### src/rtl/nibbler_sequencer.sv
`default_nettype none
// ============================================================================
//  Module   : nibbler_sequencer
//  Purpose  : Fetch/execute control unit for the Nibbler 4-bit CPU. Latches
//             each ROM word, decodes the opcode and drives one-cycle strobes
//             to the PC, accumulator, ALU, FLAGS, data memory and I/O ports.
//             A run/step control allows free-running or single-stepping.
//  Ports    : clk, reset (async, active-high)
//             instr[7:0]    ROM word ([7:4] opcode, [3:0] operand)
//             ready         low stalls the current phase
//             flagsOut[1:0] stored active-low flags {notC, notZ}
//             run, step     debug control (level / single pulse)
//             opcode, operand   registered instruction fields
//             phase, halted     0=FETCH/1=EXEC, 1 while IDLE
//             incPC, loadPC, loadA, loadFlags, aluOp, selB,
//             memRead, memWrite, inRead, outWrite   datapath controls
//  Revision : 1.0  initial release
// ============================================================================
module nibbler_sequencer (
    input  logic       clk,
    input  logic       reset,
    input  logic [7:0] instr,
    input  logic       ready,
    input  logic [1:0] flagsOut,
    input  logic       run,
    input  logic       step,
    output logic [3:0] opcode,
    output logic [3:0] operand,
    output logic       phase,
    output logic       halted,
    output logic       incPC,
    output logic       loadPC,
    output logic       loadA,
    output logic       loadFlags,
    output logic [1:0] aluOp,
    output logic       selB,
    output logic       memRead,
    output logic       memWrite,
    output logic       inRead,
    output logic       outWrite
);

    typedef enum logic [1:0] {
        ST_IDLE  = 2'd0,
        ST_FETCH = 2'd1,
        ST_EXEC  = 2'd2
    } state_t;

    localparam logic [1:0] c_ALU_ADD  = 2'b00;
    localparam logic [1:0] c_ALU_SUB  = 2'b01;
    localparam logic [1:0] c_ALU_NOR  = 2'b10;
    localparam logic [1:0] c_ALU_PASS = 2'b11;

    state_t     r_state;
    state_t     w_state_next;
    logic       r_step_pending;
    logic       w_step_pending_next;
    logic [3:0] r_opcode;
    logic [3:0] r_operand;
    logic       w_take;

    // ------------------------------------------------------------------
    // State, step tracking and instruction latch
    // ------------------------------------------------------------------
    always_ff @(posedge clk or posedge reset) begin
        if (reset) begin
            r_state        <= ST_IDLE;
            r_step_pending <= 1'b0;
            r_opcode       <= 4'd0;
            r_operand      <= 4'd0;
        end else begin
            r_state        <= w_state_next;
            r_step_pending <= w_step_pending_next;
            if (r_state == ST_FETCH && ready) begin
                r_opcode  <= instr[7:4];
                r_operand <= instr[3:0];
            end
        end
    end

    // ------------------------------------------------------------------
    // Next-state logic
    // ------------------------------------------------------------------
    always_comb begin
        w_state_next        = r_state;
        w_step_pending_next = r_step_pending;
        case (r_state)
            ST_IDLE: begin
                if (run) begin
                    // run overrides a simultaneous step
                    w_state_next        = ST_FETCH;
                    w_step_pending_next = 1'b0;
                end else if (step && !r_step_pending) begin
                    w_state_next        = ST_FETCH;
                    w_step_pending_next = 1'b1;
                end
            end
            ST_FETCH: begin
                if (ready)
                    w_state_next = ST_EXEC;
            end
            ST_EXEC: begin
                if (ready) begin
                    if (run) begin
                        w_state_next = ST_FETCH;
                    end else begin
                        // run dropped or a single step finished
                        w_state_next        = ST_IDLE;
                        w_step_pending_next = 1'b0;
                    end
                end
            end
            default: begin
                w_state_next        = ST_IDLE;
                w_step_pending_next = 1'b0;
            end
        endcase
    end

    // ------------------------------------------------------------------
    // Decode / strobe generation (Moore on state + registered opcode,
    // qualified by ready)
    // ------------------------------------------------------------------
    always_comb begin
        halted    = (r_state == ST_IDLE);
        phase     = (r_state == ST_EXEC);
        incPC     = (r_state == ST_FETCH) && ready;
        loadPC    = 1'b0;
        loadA     = 1'b0;
        loadFlags = 1'b0;
        aluOp     = c_ALU_ADD;
        selB      = 1'b0;
        memRead   = 1'b0;
        memWrite  = 1'b0;
        inRead    = 1'b0;
        outWrite  = 1'b0;
        w_take    = 1'b0;

        if (r_state == ST_EXEC) begin
            case (r_opcode)
                4'h0: w_take = ~flagsOut[1];   // JC : carry set (notC=0)
                4'h1: w_take =  flagsOut[1];   // JNC
                4'h2: w_take = ~flagsOut[0];   // JZ : zero set (notZ=0)
                4'h3: w_take =  flagsOut[0];   // JNZ
                4'h4: w_take = 1'b1;           // JMP
                4'h5: begin loadA = 1'b1; aluOp = c_ALU_PASS; end
                4'h6: begin loadA = 1'b1; loadFlags = 1'b1; aluOp = c_ALU_ADD; end
                4'h7: begin
                    loadA = 1'b1; loadFlags = 1'b1; aluOp = c_ALU_ADD;
                    selB  = 1'b1; memRead = 1'b1;
                end
                4'h8: begin loadFlags = 1'b1; aluOp = c_ALU_SUB; end
                4'h9: begin
                    loadFlags = 1'b1; aluOp = c_ALU_SUB;
                    selB      = 1'b1; memRead = 1'b1;
                end
                4'hA: begin loadA = 1'b1; loadFlags = 1'b1; aluOp = c_ALU_NOR; end
                4'hB: begin
                    loadA = 1'b1; loadFlags = 1'b1; aluOp = c_ALU_NOR;
                    selB  = 1'b1; memRead = 1'b1;
                end
                4'hC: begin
                    loadA = 1'b1; aluOp = c_ALU_PASS;
                    selB  = 1'b1; memRead = 1'b1;
                end
                4'hD: memWrite = 1'b1;
                4'hE: begin loadA = 1'b1; aluOp = c_ALU_PASS; inRead = 1'b1; end
                4'hF: outWrite = 1'b1;
                default: ;
            endcase
            loadPC = w_take;

            // During a stall the datapath source selection stays up so the
            // bus settles, but nothing is allowed to capture or side-effect.
            if (!ready) begin
                loadPC    = 1'b0;
                loadA     = 1'b0;
                loadFlags = 1'b0;
                memWrite  = 1'b0;
                inRead    = 1'b0;
                outWrite  = 1'b0;
            end
        end
    end

    assign opcode  = r_opcode;
    assign operand = r_operand;

endmodule
`default_nettype wire
### config.mk
export PLATFORM = sky130hd
export DESIGN_NAME = nibbler_sequencer
export DESIGN_NICKNAME = d
export VERILOG_FILES = /design/src/rtl/nibbler_sequencer.sv
export SDC_FILE = /design/constraint.sdc
export NUM_CORES = 1
export LEC_CHECK = 0
export CORE_MARGIN = 5
export CORE_UTILIZATION = 37
export CTS_CLUSTER_SIZE = 25
export DETAILED_ROUTE_END_ITERATION = 10
export PLACE_DENSITY = 0.84
export SLEW_MARGIN = 20
export SYNTH_ARGS = -nofsm -noshare
export SYNTH_HDL_FRONTEND = slang
export SYNTH_SLANG_ARGS = --single-unit
export TNS_END_PERCENT = 1
### constraint.sdc
create_clock -name clk -period 1.5 [get_ports clk]
set_clock_uncertainty 0.1 [all_clocks]
set_input_delay 0.15 -clock clk [delete_from_list [all_inputs] [get_ports clk]]
set_output_delay 0.15 -clock clk [all_outputs]
set_load 0.005 [all_outputs]
==> run metrics <==
Fill cells 146; Worst EP arrival 1.47 ns; CP cell instances buf_6, and3b_2, o21ai_2, a21oi_2, dlygate4sd2_1; required time of the critical path 1.25 ns; max-capacitance violation count 0; DR pass1 iterations 4; final setup margin -0.222 ns; crit path max fanout 7; fraction of layout cells with a size suffix above 1 0.451; TNS Setup -1.31 ns; DRT Wirelength 2080 um; Sink Count 11; library cells used by synthesis 27; Slew @ Worst Pin 0.423 ns; post-DP HPWL 1620 um; CTS tree built; H-tree depth 1; Layout area overhead 78.3%; leak pwr 0.560 nW; Worst slew margin 0.718; pre-CTS WS -0.526 ns; IO Count 36; Die Width 52.5 um; Setup crit end kind output pin; DRT antenna net count 0; vias 733; worst path bufs/invs 2; effective utilization at floorplan 0.387; post-synthesis sequential area ratio 0.412; vias in the first global route 803; initial antenna violation count 0; ant diodes 0; net count after synthesis 86; dominant cells by area after synthesis dfrtp_1 41%, mux2_2 13%, o21ai_0 3.7%; die footprint 2760 sq um; Clock Tree Buf Depth 2; ratio of final minimum period to clock period 1.15; Synth top area share 0.412; Syn Std Cell Area 668 sq um; HP Class in2async; RSZ-0062 raised after global routing true; fin. max-slew vios 0; status complete, but fails checks; count of state elements after synthesis 11; Residual DRC 0; Clk Latency, worst-skew pair 0.26 ns; slowest CP cell dfrtp_1; Via density 4.99; Ys Warns 0; global-route wire length before repair 3320 um; CP delay by family, top buffers and inverters; cells after synthesis 71; Starting DRT DRC Count 11; largest net degree at the start of global routing 12; power density over the cells 1850 nW/um^2; failing checks negative setup slack; GRT Resource Usage Total 0.161; syn avg cell area 9.41 sq um; WS Path Type reg2out; maximum resistive drop on vdd 1.02 mV; CP peak stage delay 0.40 ns; routed len/inst 14.1 um; GRT Residual Overflow 0; GP Congestion 0.850; I/O Buffers 35; num rows 15; Final Hold Vio Count 0; leading area contributor after synthesis dfrtp_1; CTS root buffer clkbuf_4; Core Area 1730 sq um; setup violators final 10; CTS Buf Count 3; Reg clk slew, reported paths 0.07 ns; nets 138; minimum clock period 1.72 ns; die height 52.5 um; fmax 581 MHz; crit start category flop
## per-layer routing
layer  up-vias  global-route usage  wire length [um]
met2        32               0.304              1110
met4         0              0.0723                40
li1        351                   -                 -
met1       343               0.153               763
met3         7              0.0541               159
met5         -                   0                 0
## state kept, by name, summed over array words and instances (netlist names)
signal and cells:
r_state 2, operand 4, opcode 4, r_step_pending 1
## kinds of logic after synthesis
logic type      Yosys count  share of synthesized area
flops                    11                      0.412
simple gates             26                      0.202
mux                       9                      0.150
xor+xnor                  1                     0.0131
buf+inv                  11                     0.0843
compound gates           13                      0.139
## cells in the mapped netlist, drive strengths merged
cell      n
a31oi     2
nor3      3
o21a      1
buf       4
a222oi    1
nand2     6
nor2b     3
a32o      1
mux2i     1
nor2      5
nand4     1
nand2b    3
nand3b    2
and3b     1
o21ai     5
mux2      8
nand3     2
a21oi     1
a211oi    1
xnor2     1
clkbuf    2
inv       5
dfrtp    11
a2111oi   1
## report_power, final
group	leakage (nW)	switching (W)	internal (W)
combinational	0.417	0.000587	0.000819
sequential	0.128	0.000141	0.000457
clock	0.0150	0.0000950	0.000103
## through the flow
stage          utilization  std cells  hold WS (ns)  total power, W  cell area, sq um
4_1_cts              0.670        146        0.0808         0.00213              1160
2_1_floorplan            -         71       -0.0976         0.00117               668
3_3_place_gp         0.647        139         0.363         0.00180              1120
5_1_grt              0.690        147         0.102         0.00236              1190
3_5_place_dp         0.647        139         0.367         0.00186              1120
6_report             0.690        147        0.0741         0.00220              1190
## final timing paths
kind                            slack (ns)  depth (start not counted)       start    endpoint
worst max-delay path                 -0.22                          5   opcode[1]        selB
worst min-delay path                  0.07                          2       reset  operand[3]
worst max register to register        0.08                          4  r_state[1]   opcode[0]
worst min register to register        0.42                          1  operand[0]  operand[0]
max in group asynchronous             0.91                          2       reset   opcode[0]
min in group clk                      0.39                          2    instr[7]   opcode[3]
## worst reg2reg max path: cells and delay by family, from the launching register on
kind,cells,cell delay [ns]
buf+inv,2,0.33
flops,1,0.41
mux,1,0.35
simple gates,1,0.13
## layout make-up
| type | instances | area [sq um] | share of cell area |
|---|---|---|---|
| multi-input cells | 49 | 377 | 0.316 |
| repair buffers | 53 | 457 | 0.383 |
| flip-flops and latches | 11 | 279 | 0.234 |
| inverters | 5 | 21.3 | 0.0179 |
| clock buffers | 4 | 26.3 | 0.0221 |
| well taps | 25 | 31.3 | 0.0263 |
## cell usage in the layout, fill, tap and decap left out, types with 4 or more instances in the layout
master,count
buf_6,5
buf_4,14
nand2_1,6
dfrtp_1,8
dlygate4sd2_1,4
clkdlybuf4s50_1,18
buf_2,8
nor2_1,4
mux2_2,8
## timing repair
item                       CTS  global route
pin swaps                    6             4
gates cloned                 0             0
hold buffers                 0             0
setup buffers                3             1
gates resized for setup     53            13
setup endpoints to repair   17            15
No activity file was read; power rests on OpenSTA's default activity.
